## src/rtl/e_pkg.sv

```systemverilog
// Shared package for the e_* slot-management blocks.
// Holds default widths and the one-hot decoder used for occupancy updates.
package e_pkg;

    // Default slot count and the widths derived from it
    localparam int W_DEF = 32;
    localparam int ID_W  = $clog2(W_DEF);
    localparam int CNT_W = $clog2(W_DEF + 1);

    // Widest one-hot the shared decoder can produce
    localparam int DEC_MAX  = 1024;
    localparam int DEC_ID_W = $clog2(DEC_MAX);

    // Binary index to one-hot; callers truncate the result to their own width
    function automatic logic [DEC_MAX-1:0] dec(input logic [DEC_ID_W-1:0] id);
        logic [DEC_MAX-1:0] oh;
        oh     = '0;
        oh[id] = 1'b1;
        return oh;
    endfunction

endpackage

```

## src/rtl/e_single.sv

```systemverilog
// Circular free-slot search over an occupancy vector.
// Candidates are visited pos-1, pos-2, ..., 0, W-1, ..., pos (pos itself last);
// the first clear bit in that order is reported.
module e_single
    import e_pkg::*;
#(
    parameter int W = W_DEF
) (
    input  logic [W-1:0]         x_i,
    input  logic [$clog2(W)-1:0] pos_i,
    output logic [$clog2(W)-1:0] y_enc_o,
    output logic                 any_o
);

    localparam int IDX_W = $clog2(W);

    logic [IDX_W-1:0] idx;

    // Walk from the farthest candidate to the nearest so the nearest free slot wins
    always_comb begin
        y_enc_o = '0;
        any_o   = 1'b0;
        idx     = '0;
        for (int k = W; k >= 1; k--) begin
            idx = pos_i - IDX_W'(k);
            if (!x_i[idx]) begin
                y_enc_o = idx;
                any_o   = 1'b1;
            end
        end
    end

endmodule

```

## src/rtl/e_rr_alloc.sv

```systemverilog
// Round-robin slot allocator.
// Owns the occupancy vector and search pointer, grants the next free slot
// with zero latency and retires slots on the free port. Flags are registered
// from the next-state count so they always agree with busy_o.
module e_rr_alloc
    import e_pkg::*;
#(
    parameter int W = W_DEF
) (
    input  logic                   clk,
    input  logic                   rst,
    input  logic                   alloc_req_i,
    output logic                   alloc_gnt_o,
    output logic [$clog2(W)-1:0]   alloc_id_o,
    input  logic                   free_vld_i,
    input  logic [$clog2(W)-1:0]   free_id_i,
    output logic [W-1:0]           busy_o,
    output logic [$clog2(W+1)-1:0] cnt_o,
    output logic                   full_o,
    output logic                   empty_o,
    output logic                   err_o
);

    localparam int IDX_W    = $clog2(W);
    localparam int CNT_BITS = $clog2(W + 1);

    logic [IDX_W-1:0]    ptr;
    logic [IDX_W-1:0]    srch_id;
    logic                srch_any;
    logic                free_ok;
    logic                free_bad;
    logic [W-1:0]        gnt_oh;
    logic [W-1:0]        free_oh;
    logic [W-1:0]        busy_nxt;
    logic [CNT_BITS-1:0] cnt_nxt;

    e_single #(
        .W (W)
    ) u_e_single (
        .x_i     (busy_o),
        .pos_i   (ptr),
        .y_enc_o (srch_id),
        .any_o   (srch_any)
    );

    assign alloc_id_o  = srch_id;
    assign alloc_gnt_o = alloc_req_i & ~rst & srch_any;

    // Classify the free request against pre-edge occupancy
    always_comb begin
        free_ok  = free_vld_i &  busy_o[free_id_i];
        free_bad = free_vld_i & ~busy_o[free_id_i];
    end

    // Next occupancy and count; grant and free never hit the same slot
    always_comb begin
        gnt_oh   = W'(dec({{(DEC_ID_W - IDX_W){1'b0}}, srch_id}));
        free_oh  = W'(dec({{(DEC_ID_W - IDX_W){1'b0}}, free_id_i}));
        busy_nxt = busy_o;
        if (alloc_gnt_o) begin
            busy_nxt = busy_nxt | gnt_oh;
        end
        if (free_ok) begin
            busy_nxt = busy_nxt & ~free_oh;
        end
        cnt_nxt = cnt_o + CNT_BITS'(alloc_gnt_o) - CNT_BITS'(free_ok);
    end

    // State register: occupancy, pointer, count, flags and error pulse
    always_ff @(posedge clk) begin
        if (rst) begin
            busy_o  <= '0;
            ptr     <= '0;
            cnt_o   <= '0;
            full_o  <= 1'b0;
            empty_o <= 1'b1;
            err_o   <= 1'b0;
        end else begin
            busy_o  <= busy_nxt;
            if (alloc_gnt_o) begin
                ptr <= srch_id;
            end
            cnt_o   <= cnt_nxt;
            full_o  <= (cnt_nxt == CNT_BITS'(W));
            empty_o <= (cnt_nxt == '0);
            err_o   <= free_bad;
        end
    end

endmodule

```

## config.mk

```make
export PLATFORM = sky130hd
export DESIGN_NAME = e_rr_alloc
export DESIGN_NICKNAME = d
export VERILOG_FILES = /design/src/rtl/e_pkg.sv /design/src/rtl/e_single.sv /design/src/rtl/e_rr_alloc.sv
export SDC_FILE = /design/constraint.sdc
export NUM_CORES = 1
export LEC_CHECK = 0
export CORE_ASPECT_RATIO = 2
export CORE_MARGIN = 3
export CORE_UTILIZATION = 35
export DETAILED_ROUTE_END_ITERATION = 7
export SKIP_CTS_REPAIR_TIMING = 1
export SYNTH_ARGS = -nofsm -noshare
export SYNTH_HDL_FRONTEND = slang
export SYNTH_SLANG_ARGS = --single-unit
```

## constraint.sdc

```tcl
create_clock -name clk -period 15.6 [get_ports clk]
set_clock_uncertainty 0.1 [all_clocks]
set_input_delay 1.56 -clock clk [delete_from_list [all_inputs] [get_ports clk]]
set_output_delay 1.56 -clock clk [all_outputs]
set_load 0.01 [all_outputs]
```

==> impl_metrics.yaml <==
power_and_ir_drop:
  net-switching-power_uw: 690
  seqPwrFrac: 0.136
  p_comb_frac: 0.770
  p_per_area_nw_per_um2: 108
  peakVddDrop_uv: 89.2
  pwr-share-clk: 0.093
  swShare: 0.574
  internal_power_uw: 511
  leakagePower_nw: 3.75
logic_synthesis:
  synth_area_leaders: "mux4_2 (21%), dfxtp_1 (8.9%), mux2i_1 (8.7%)"
  ys_types: 108
  synth_flop_cell: "dfxtp_1"
  post-synth-top-area-cell: "mux4_2"
  synth_nets: 1184
  avgSynthCellArea_um2: 8.95
  syn_area_um2: 10300
  netlist.area_leader.share: 0.213
  ys_ff_latch: 46
  syn_inst: 1156
  async_flop_share: 0
  synthTopCellsByCount: "nor2_1 (100), mux4_2 (98), mux2i_1 (90)"
  synth_edf_count: 0
  ys_seq_area_frac: 0.0890
  synth.most_common_cell: "nor2_1"
  synth-warning-count: 0
critical_path:
  ff2ff_path_depth: 23
  path_cells: "inv_2 > ha_1 > nor2b_1 > o21a_1 > nor2_1 > mux2i_1 > a22o_1 > nor3_1 > nor4bb_1 > o2111ai_1 > a41o_1 > o21ai_2 > inv_2 > clkdlybuf4s50_1"
  critPathLaunchType: "register"
  critPathKind: "register to primary output"
  max_stage_delay_ns: 0.83
  cp_common_cell: "inv_2"
  r2r_slack_ns: 7.98
  r2r_end: "empty_o"
  cp.arrival_ns: 6.85
  crit_slowest_cell: "ha_1"
  r2r-start: "ptr[1]"
  cp-end-kind: "primary output"
  cp_data_required_time_ns: 13.94
  cp_max_fo: 29
route:
  dr.pass1.iters: 7
  drc: 0
  wl_per_cell_um: 36.6
  vias: 11200
  viasPerCell: 7.41
  drtIter0Drc: 1524
  detail-route-antenna-nets: 0
  routed_wl_um: 55200
die:
  core_um2: 29000
  io_pins: 56
  start_util: 0.357
  die_y_um: 249
  die-area_um2: 31800
  die_w_um: 128
  rows: 88
sta:
  max_freq_mhz: 117
  drv_slew: 0
  tightest_slew_ns: 1.38
  setup_tns_ns: 0
  rsz0062_at_grt: "false"
  post-route-period-util: 0.546
  setup_ws_ns: 7.09
  setup_viol: 0
  min_period_ns: 8.51
  maxSlewHeadroom: 0.0820
  hold_viol: 0
finish:
  fin_cells: 1508
  num-fill-cells: 2994
  final_area_um2: 11100
  multi_input_area_um2: 8540
  final_util: 0.383
  seq_area_um2: 931
  drive_gt1_frac: 0.220
  layout.nets: 1174
  syn2layout_area_growth_pct: 7.25
job:
  max-cap-violations: 0
place:
  io_buffers: 55
  pre_cts_ws_ns: 7.72
  post-place-cells: 1499
  postPlaceCellArea_um2: 10900
  dp_hpwl_um: 41000
  place_congestion: 1.11
worst_hold_path:
  holdPathStages: 3
  hp-start: "cnt_o[5]"
  min_to: "cnt_o[5]"
  hp-class: "register to register"
clocking:
  htree_levels: 2
  cts-root-buf: "clkbuf_16"
  tritoncts: "built"
  clk_pin_slew_ns: 0.07
  cts_buffers: 5
  clock_latency_ns: 0.30
  clock-sinks: 46
  cts_max_path_buffers: 2
global_route:
  grt_pass1_vias: 10800
  grt_max_degree: 56
  grt_usage: 0.336
  grt_antenna_before_repair: 1
  grt_pass1_wl_um: 78100
  grt_overflow: 0
run_status:
  status: "finished, final reports clean"
-- critical path: cells and delay by family (launching register included) --
kind,cells,cell delay [ns]
simple gates,4,1.87
fa+ha+maj,1,0.83
mux,1,0.20
compound gates,5,1.72
flops,1,0.44
buf+inv,3,1.46
-- cell type report --
class                      instances  area share
multi-input combinational        958       0.770
sequential                        46      0.0839
timing repair buffer             100      0.0800
tap                              360      0.0406
inverter                          35      0.0123
clock buffer                       5      0.0113
clock inverter                     3     0.00214
antenna                            1    0.000225
-- power groups by stage --
stage / clock, mW / sequential [mW] / combinational, mW
2_1_floorplan: 0 / 0.144 / 0.604
3_3_place_gp: 0 / 0.164 / 0.890
3_5_place_dp: 0 / 0.165 / 0.885
4_1_cts: 0.113 / 0.162 / 0.889
5_1_grt: 0.117 / 0.165 / 0.956
6_report: 0.112 / 0.164 / 0.925
-- cell usage in the layout (no fill, tap or decap), types with 7 or more instances in the layout --
cell / synthesis / final
a221oi_1: 11 / 11
nor2b_1: 12 / 12
mux4_2: 98 / 98
buf_4: 17 / 45
clkdlybuf4s50_1: 0 / 55
dfxtp_1: 46 / 42
and2_1: 7 / 7
o22ai_1: 14 / 14
a211oi_1: 27 / 27
mux2i_1: 90 / 90
nand2_1: 69 / 69
o211ai_1: 14 / 14
mux2_2: 57 / 57
nand2b_1: 9 / 9
nor3b_1: 8 / 8
xor2_1: 17 / 16
a41oi_1: 15 / 15
inv_1: 30 / 30
nor2_1: 100 / 100
nand3_1: 24 / 24
a31oi_1: 12 / 12
a22oi_1: 10 / 10
a21o_1: 7 / 7
ha_1: 18 / 18
o21ai_0: 46 / 46
xnor2_1: 20 / 20
nand4_1: 14 / 14
a21oi_1: 70 / 70
nor4_1: 7 / 7
nor3_1: 21 / 21
-- metrics by stage --
| stage | hold slack (ns) | power [mW] |
|---|---|---|
| after global placement | 0.548 | 1.05 |
| after detailed placement | 0.553 | 1.05 |
| after CTS | 0.567 | 1.16 |
| after global routing | 0.618 | 1.24 |
| final | 0.579 | 1.20 |
| after floorplan | 0.548 | 0.749 |
-- registers in the layout, summed over array words and instances (netlist names) --
register	cells
busy_o	32
cnt_o	6
ptr	5
empty_o	1
err_o	1
full_o	1
-- worst max-delay path by stage --
stage	from	slack, ns	depth (start not counted)	endpoint
after floorplan	ptr[2]	9.15	18	alloc_id_o[3]
after global placement	ptr[0]	7.75	14	alloc_id_o[3]
after detailed placement	ptr[0]	7.72	14	alloc_id_o[3]
after CTS	ptr[0]	7.39	14	alloc_id_o[3]
after global routing	ptr[0]	6.90	14	alloc_id_o[3]
final	ptr[0]	7.09	14	alloc_id_o[3]
-- cell families after synthesis --
logic type / synth area share
buffers and inverters: 0.0863
muxes: 0.384
DFF: 0.0890
xor gates and xnor gates: 0.0376
adders and majority gates: 0.0237
and+or+nand+nor: 0.156
AOI/OAI and AO/OA: 0.224
-- per-layer routing --
layer,vias up,part of all wire,track usage
li1,4530,-,-
met1,5373,0.30,0.343
met2,893,0.49,0.577
met3,376,0.083,0.0552
met4,0,0.13,0.298
met5,-,0,0
Note: power is estimated with default switching activity, not from simulation.
